--- config.mk ---
export PLATFORM = sky130hd
export DESIGN_NAME = dmem_arbiter
export DESIGN_NICKNAME = d
export VERILOG_FILES = /design/src/rtl/dmem_arbiter.sv
export SDC_FILE = /design/constraint.sdc
export NUM_CORES = 1
export LEC_CHECK = 0
export BUFFER_PORTS_ARGS = -buffer_cell sky130_fd_sc_hd__clkbuf_2
export CELL_PAD_IN_SITES_DETAIL_PLACEMENT = 1
export CELL_PAD_IN_SITES_GLOBAL_PLACEMENT = 2
export CORE_MARGIN = 2
export CORE_UTILIZATION = 23
export CTS_CLUSTER_DIAMETER = 200
export CTS_CLUSTER_SIZE = 30
export DETAILED_ROUTE_END_ITERATION = 16
export HOLD_SLACK_MARGIN = 0.03
export PLACE_DENSITY_LB_ADDON = 0.1
export SETUP_SLACK_MARGIN = 0.1
export SLEW_MARGIN = 0
export SYNTH_ARGS = -nofsm -noshare
export SYNTH_HDL_FRONTEND = slang
export SYNTH_SLANG_ARGS = --single-unit
--- constraint.sdc ---
create_clock -name clk -period 3.9 [get_ports clk]
set_input_delay 0 -clock clk [delete_from_list [all_inputs] [get_ports clk]]
set_output_delay 0 -clock clk [all_outputs]
set_load 0.02 [all_outputs]
--- src/rtl/dmem_arbiter.sv ---
// Two-master data memory arbiter with bounded bursts, zero-cost switching,
// alignment checking and per-master registered load-response paths.
module dmem_arbiter #(
  parameter int BURST_MAX = 4
) (
  input  logic        clk,
  input  logic        rst_n,
  input  logic        m0_req,
  input  logic        m0_we,
  input  logic [31:0] m0_addr,
  input  logic [31:0] m0_wdata,
  output logic        m0_gnt,
  output logic        m0_rvalid,
  output logic [31:0] m0_rdata,
  output logic        m0_err,
  input  logic        m1_req,
  input  logic        m1_we,
  input  logic [31:0] m1_addr,
  input  logic [31:0] m1_wdata,
  output logic        m1_gnt,
  output logic        m1_rvalid,
  output logic [31:0] m1_rdata,
  output logic        m1_err,
  output logic        mem_read,
  output logic        mem_write,
  output logic [31:0] mem_addr,
  output logic [31:0] mem_wdata,
  input  logic [31:0] mem_rdata
);

  typedef enum logic [1:0] {IDLE, OWN0, OWN1} owner_t;

  localparam logic [3:0] CMAX = 4'(BURST_MAX);

  owner_t      owner;
  logic [3:0]  cnt;
  logic        last;
  logic        gnt0;
  logic        gnt1;
  logic        sel_we;
  logic [31:0] sel_addr;
  logic [31:0] sel_wdata;
  logic        aligned;

  // On a tie the current owner keeps the bus until its burst is used up;
  // from idle the master that was not granted last wins.
  always_comb begin
    gnt0 = 1'b0;
    gnt1 = 1'b0;
    if (rst_n) begin
      if (m0_req && !m1_req) begin
        gnt0 = 1'b1;
      end else if (m1_req && !m0_req) begin
        gnt1 = 1'b1;
      end else if (m0_req && m1_req) begin
        case (owner)
          OWN0: if (cnt < CMAX) gnt0 = 1'b1; else gnt1 = 1'b1;
          OWN1: if (cnt < CMAX) gnt1 = 1'b1; else gnt0 = 1'b1;
          default: if (last) gnt0 = 1'b1; else gnt1 = 1'b1;
        endcase
      end
    end
  end

  always_comb begin
    sel_we    = 1'b0;
    sel_addr  = 32'd0;
    sel_wdata = 32'd0;
    if (gnt0) begin
      sel_we    = m0_we;
      sel_addr  = m0_addr;
      sel_wdata = m0_wdata;
    end else if (gnt1) begin
      sel_we    = m1_we;
      sel_addr  = m1_addr;
      sel_wdata = m1_wdata;
    end
  end

  assign aligned   = (sel_addr[1:0] == 2'b00);
  assign m0_gnt    = gnt0;
  assign m1_gnt    = gnt1;
  assign mem_read  = (gnt0 | gnt1) & aligned & ~sel_we;
  assign mem_write = (gnt0 | gnt1) & aligned & sel_we;
  assign mem_addr  = sel_addr;
  assign mem_wdata = sel_wdata;

  always_ff @(posedge clk or negedge rst_n) begin
    if (!rst_n) begin
      owner <= IDLE;
      cnt   <= 4'd0;
      last  <= 1'b1;
    end else if (gnt0) begin
      owner <= OWN0;
      last  <= 1'b0;
      if (owner != OWN0) cnt <= 4'd1;
      else if (cnt < CMAX) cnt <= cnt + 4'd1;
    end else if (gnt1) begin
      owner <= OWN1;
      last  <= 1'b1;
      if (owner != OWN1) cnt <= 4'd1;
      else if (cnt < CMAX) cnt <= cnt + 4'd1;
    end else begin
      owner <= IDLE;
      cnt   <= 4'd0;
    end
  end

  // A misaligned access clears the master's read data instead of loading it.
  always_ff @(posedge clk or negedge rst_n) begin
    if (!rst_n) begin
      m0_rvalid <= 1'b0;
      m0_err    <= 1'b0;
      m0_rdata  <= 32'd0;
      m1_rvalid <= 1'b0;
      m1_err    <= 1'b0;
      m1_rdata  <= 32'd0;
    end else begin
      m0_rvalid <= gnt0 & aligned & ~sel_we;
      m0_err    <= gnt0 & ~aligned;
      m1_rvalid <= gnt1 & aligned & ~sel_we;
      m1_err    <= gnt1 & ~aligned;
      if (gnt0 && !aligned) m0_rdata <= 32'd0;
      else if (gnt0 && !sel_we) m0_rdata <= mem_rdata;
      if (gnt1 && !aligned) m1_rdata <= 32'd0;
      else if (gnt1 && !sel_we) m1_rdata <= mem_rdata;
    end
  end

endmodule

==> metrics.yaml <==
grt:
  maximum_number_of_pins_on_one_net_before_global_route_repair: 46
  grt_pass1_vias: 4714
  grt_antenna_before_repair: 0
  grt_first_pass_wirelength_um: 28000
  gr-usage-all-layers_pct: 20.4
  grt_overflow: 0
detailed_routing:
  detail_route.wl_per_cell_um: 20.3
  drc: 0
  detailedRoute.firstIterationViolations: 181
  detailedRoute.firstPassIterationCount: 4
  drt-vias-per-instance: 4.83
  routed-via-count: 4340
  antenna_violating_nets_post_route: 0
  routed_wirelength_um: 18200
layout:
  final_layout_size_suffix_gt1_share_pct: 48.5
  final.fill_count: 1953
  nNetsFinal: 843
  post-route-util_pct: 37.5
  post_layout_nonfiller_instances: 899
  diodes: 0
  postLayoutCellArea_sq_um: 6160
  areaGrowthSynthToFinish_pct: 60.8
sta:
  unrepaired_setup_endpoints_after_global_routing: "no"
  finalWorstPathRequiredPeriod_ps: 3350
  max_clock_freq_mhz: 298
  final-setup-viol-count: 0
  pnr_worst_setup_slack_ps: 549
  setup-tns-final_ps: 0
  final.setup_skew_ps: 9.28
  max_slew_margin_pct: 33.7
  max_slew.worst_pin.slew_ps: 990
  hold_slack_ps: 145
  report.final.slew_viol_count: 0
  layout_worst_path_cycle_share_pct: 85.9
  hold_viol_final: 0
clock_network:
  clkTransAtPathRegs_ps: 60
  cts.sink_count: 75
  cts.root.buffer_cell: "sky130_fd_sc_hd__clkbuf_16"
  clock_path_buffers: 2
  cts_tree: "yes"
  htreeDepth: 3
  tritoncts_buffers: 9
  clock_latency_ps: 330
  ctsResizeCount: 0
floorplanning:
  floorplan.die_area_sq_um: 17700
  die_height_um: 133
  top_level_ports: 302
  die_w_um: 133
  core_sq_um: 16400
  fp-row-count: 47
  floorplan.initialDensity_pct: 23.4
synth:
  synth_xor_xnor_area_share_pct: 0.229
  syn_area_sq_um: 3830
  ys_top_cells_by_count: "107 x sky130_fd_sc_hd__a22o_1, 74 x sky130_fd_sc_hd__dfrtp_1, 27 x sky130_fd_sc_hd__a21oi_1, 19 x sky130_fd_sc_hd__clkbuf_1, 17 x sky130_fd_sc_hd__nand2_1"
  synthArstFlopShare_pct: 100
  synthesis.area_per_instance_sq_um: 10.6
  post_synth_edffs: 0
  post-synth-top-count-cell: "sky130_fd_sc_hd__a22o_1"
  cell_types_occupying_the_most_area_after_synthesis: "sky130_fd_sc_hd__dfrtp_1 48%, sky130_fd_sc_hd__a22o_1 24%, sky130_fd_sc_hd__a21oi_1 3.5%"
  synth-seq-area-share_pct: 49.0
  post_synth_fa_ha_maj_area_fraction_pct: 0.980
  synth_top_family_by_area: "compound AO/OA/AOI/OAI gates"
  synthesized_area_fraction_occupied_by_ao_oa_aoi_and_oai_cells_pct: 37.4
  synth.largest_area_cell: "sky130_fd_sc_hd__dfrtp_1"
  synthesis.nets: 529
  ys_ff_latch: 75
  dominantRegCellSynth: "sky130_fd_sc_hd__dfrtp_1"
  synthDistinctLibCells: 42
  synthesis.yosys.warnings: 0
  count_of_mapped_cells_out_of_synthesis: 360
  synthSimpleGateAreaFrac_pct: 7.02
  yosys-mux-area-fraction_pct: 0.261
  yosys.area.top_type_share_pct: 48.3
critical_path:
  critPathTopFamily: "buffers and inverters"
  critical_path_buf_inv_count: 4
  crit_path_capture_type: "primary output"
  worst-setup-path-type: "primary input to primary output"
  worstPathMaxFanout: 42
  critical_path_required_ps: 3900
  slowest_stage: "sky130_fd_sc_hd__and2_1"
  timing.critical_path.from_type: "primary input"
  crit_chain: "dlygate4sd3_1 > buf_4 > nand2_1 > or2_2 > a21boi_4 > inv_2 > and2_1 > a21o_1 > clkbuf_2"
  worst_path_largest_cell_delay_ps: 860
  arr_time_crit_path_ps: 3350
place:
  placed_cells_incl_taps: 850
  detailedPlace.worstSlack_ps: 836
  place_area_sq_um: 5490
  dp_hpwl_um: 13900
  place.port_buffers: 301
  globalplace.congestion: 0.908
power:
  power_density_nw_per_um2: 495
  total_power_mw: 3.05
  worst_ir_drop_vdd_mv: 0.198
  power.leakage_nw: 3.31
flow_run:
  cap_viol_max_count: 0
hold_path:
  hold_path_class: "primary input to flop"
run_status:
  outcome: "complete, no violations"
-- cell families (layout without fill, tap and decap cells) --
| group | count (synthesis) | in the layout |
|---|---|---|
| adder cells (fa/ha/maj) | 3 | 3 |
| buffers and inverters | 45 | 364 |
| AND/OR/NAND/NOR | 54 | 54 |
| multiplexers | 1 | 1 |
| AO/OA/AOI/OAI | 181 | 181 |
| XOR/XNOR | 1 | 1 |
| flip-flops | 75 | 75 |
-- placed cells by master (no fill, tap or decap), types with 2 or more instances in the layout --
cell                              n
sky130_fd_sc_hd__o211a_1          2
sky130_fd_sc_hd__a22o_1         107
sky130_fd_sc_hd__a21oi_1         27
sky130_fd_sc_hd__clkbuf_16        9
sky130_fd_sc_hd__nand2_1         17
sky130_fd_sc_hd__nor2_1           8
sky130_fd_sc_hd__inv_1            6
sky130_fd_sc_hd__o31ai_1         12
sky130_fd_sc_hd__dfrtp_1         74
sky130_fd_sc_hd__bufinv_16        3
sky130_fd_sc_hd__nand3_1          5
sky130_fd_sc_hd__o21a_1           3
sky130_fd_sc_hd__dlygate4sd3_1   33
sky130_fd_sc_hd__o2111ai_1        2
sky130_fd_sc_hd__buf_4            7
sky130_fd_sc_hd__o21ai_0         14
sky130_fd_sc_hd__nor3_1           5
sky130_fd_sc_hd__inv_2            2
sky130_fd_sc_hd__and2_1           2
sky130_fd_sc_hd__a21o_1           2
sky130_fd_sc_hd__nand4_1         11
sky130_fd_sc_hd__o211ai_1         2
sky130_fd_sc_hd__clkbuf_1         3
sky130_fd_sc_hd__clkbuf_2       300
sky130_fd_sc_hd__ha_1             3
-- where the power goes --
part	total [mW]	switching (mW)	leakage, nW	internal (mW)
clock	0.952	0.325	0.161	0.628
sequential	1.00	0.0822	1.00	0.918
combinational	1.10	0.687	2.15	0.412
total	3.05	1.09	3.31	1.96
-- state kept, by name, indices dropped and copies added, names as in the netlist --
signal	cells
m0_rdata	32
m0_rvalid	1
m1_err	1
m0_err	1
cnt	4
last	1
m1_rdata	32
m1_rvalid	1
owner	2
-- worst min-delay path: cells and delay by family --
kind	cells	cell delay, ps
buffers and inverters	1	180
AO/OA/AOI/OAI	2	240
-- path summary, 6_finish.rpt --
check,startpoint,slack [ps],cells past startpoint,end
worst max-delay path,rst_n,550,9,mem_read
max in group asynchronous,rst_n,2720,3,m0_err
worst min-delay path,m0_req,150,3,cnt[0]
min in group asynchronous,rst_n,190,2,owner[0]
worst min register to register,m0_rdata[0],500,1,m0_rdata[0]
worst max register to register,owner[0],900,8,m0_rdata[10]
-- per-layer routing --
metal  vias up  GRT usage, %  wire length (um)  share of wire, %
met2       158          32.3              8580                47
met5         -             0                 0                 0
met1      2122          26.3              7810                43
met4         0          5.32               371               2.0
met3        26          7.59              1480               8.1
li1       2034             -                 -                 -
-- layout make-up --
class	instances	area (sq um)	area share, %
timing repair buffer	340	1880	30.6
sequential	75	1880	30.5
multi-input combinational	240	1760	28.5
tap	220	275	4.47
clock buffer	12	236	3.84
clock inverter	4	98.8	1.60
inverter	8	30.0	0.488
-- repair_timing --
action                                 in CTS  in global routing
endpoints found under the hold margin      99                  0
buffers inserted                            0                  0
hold buffers                               33                  0
Note: power is estimated with default switching activity, not from simulation.
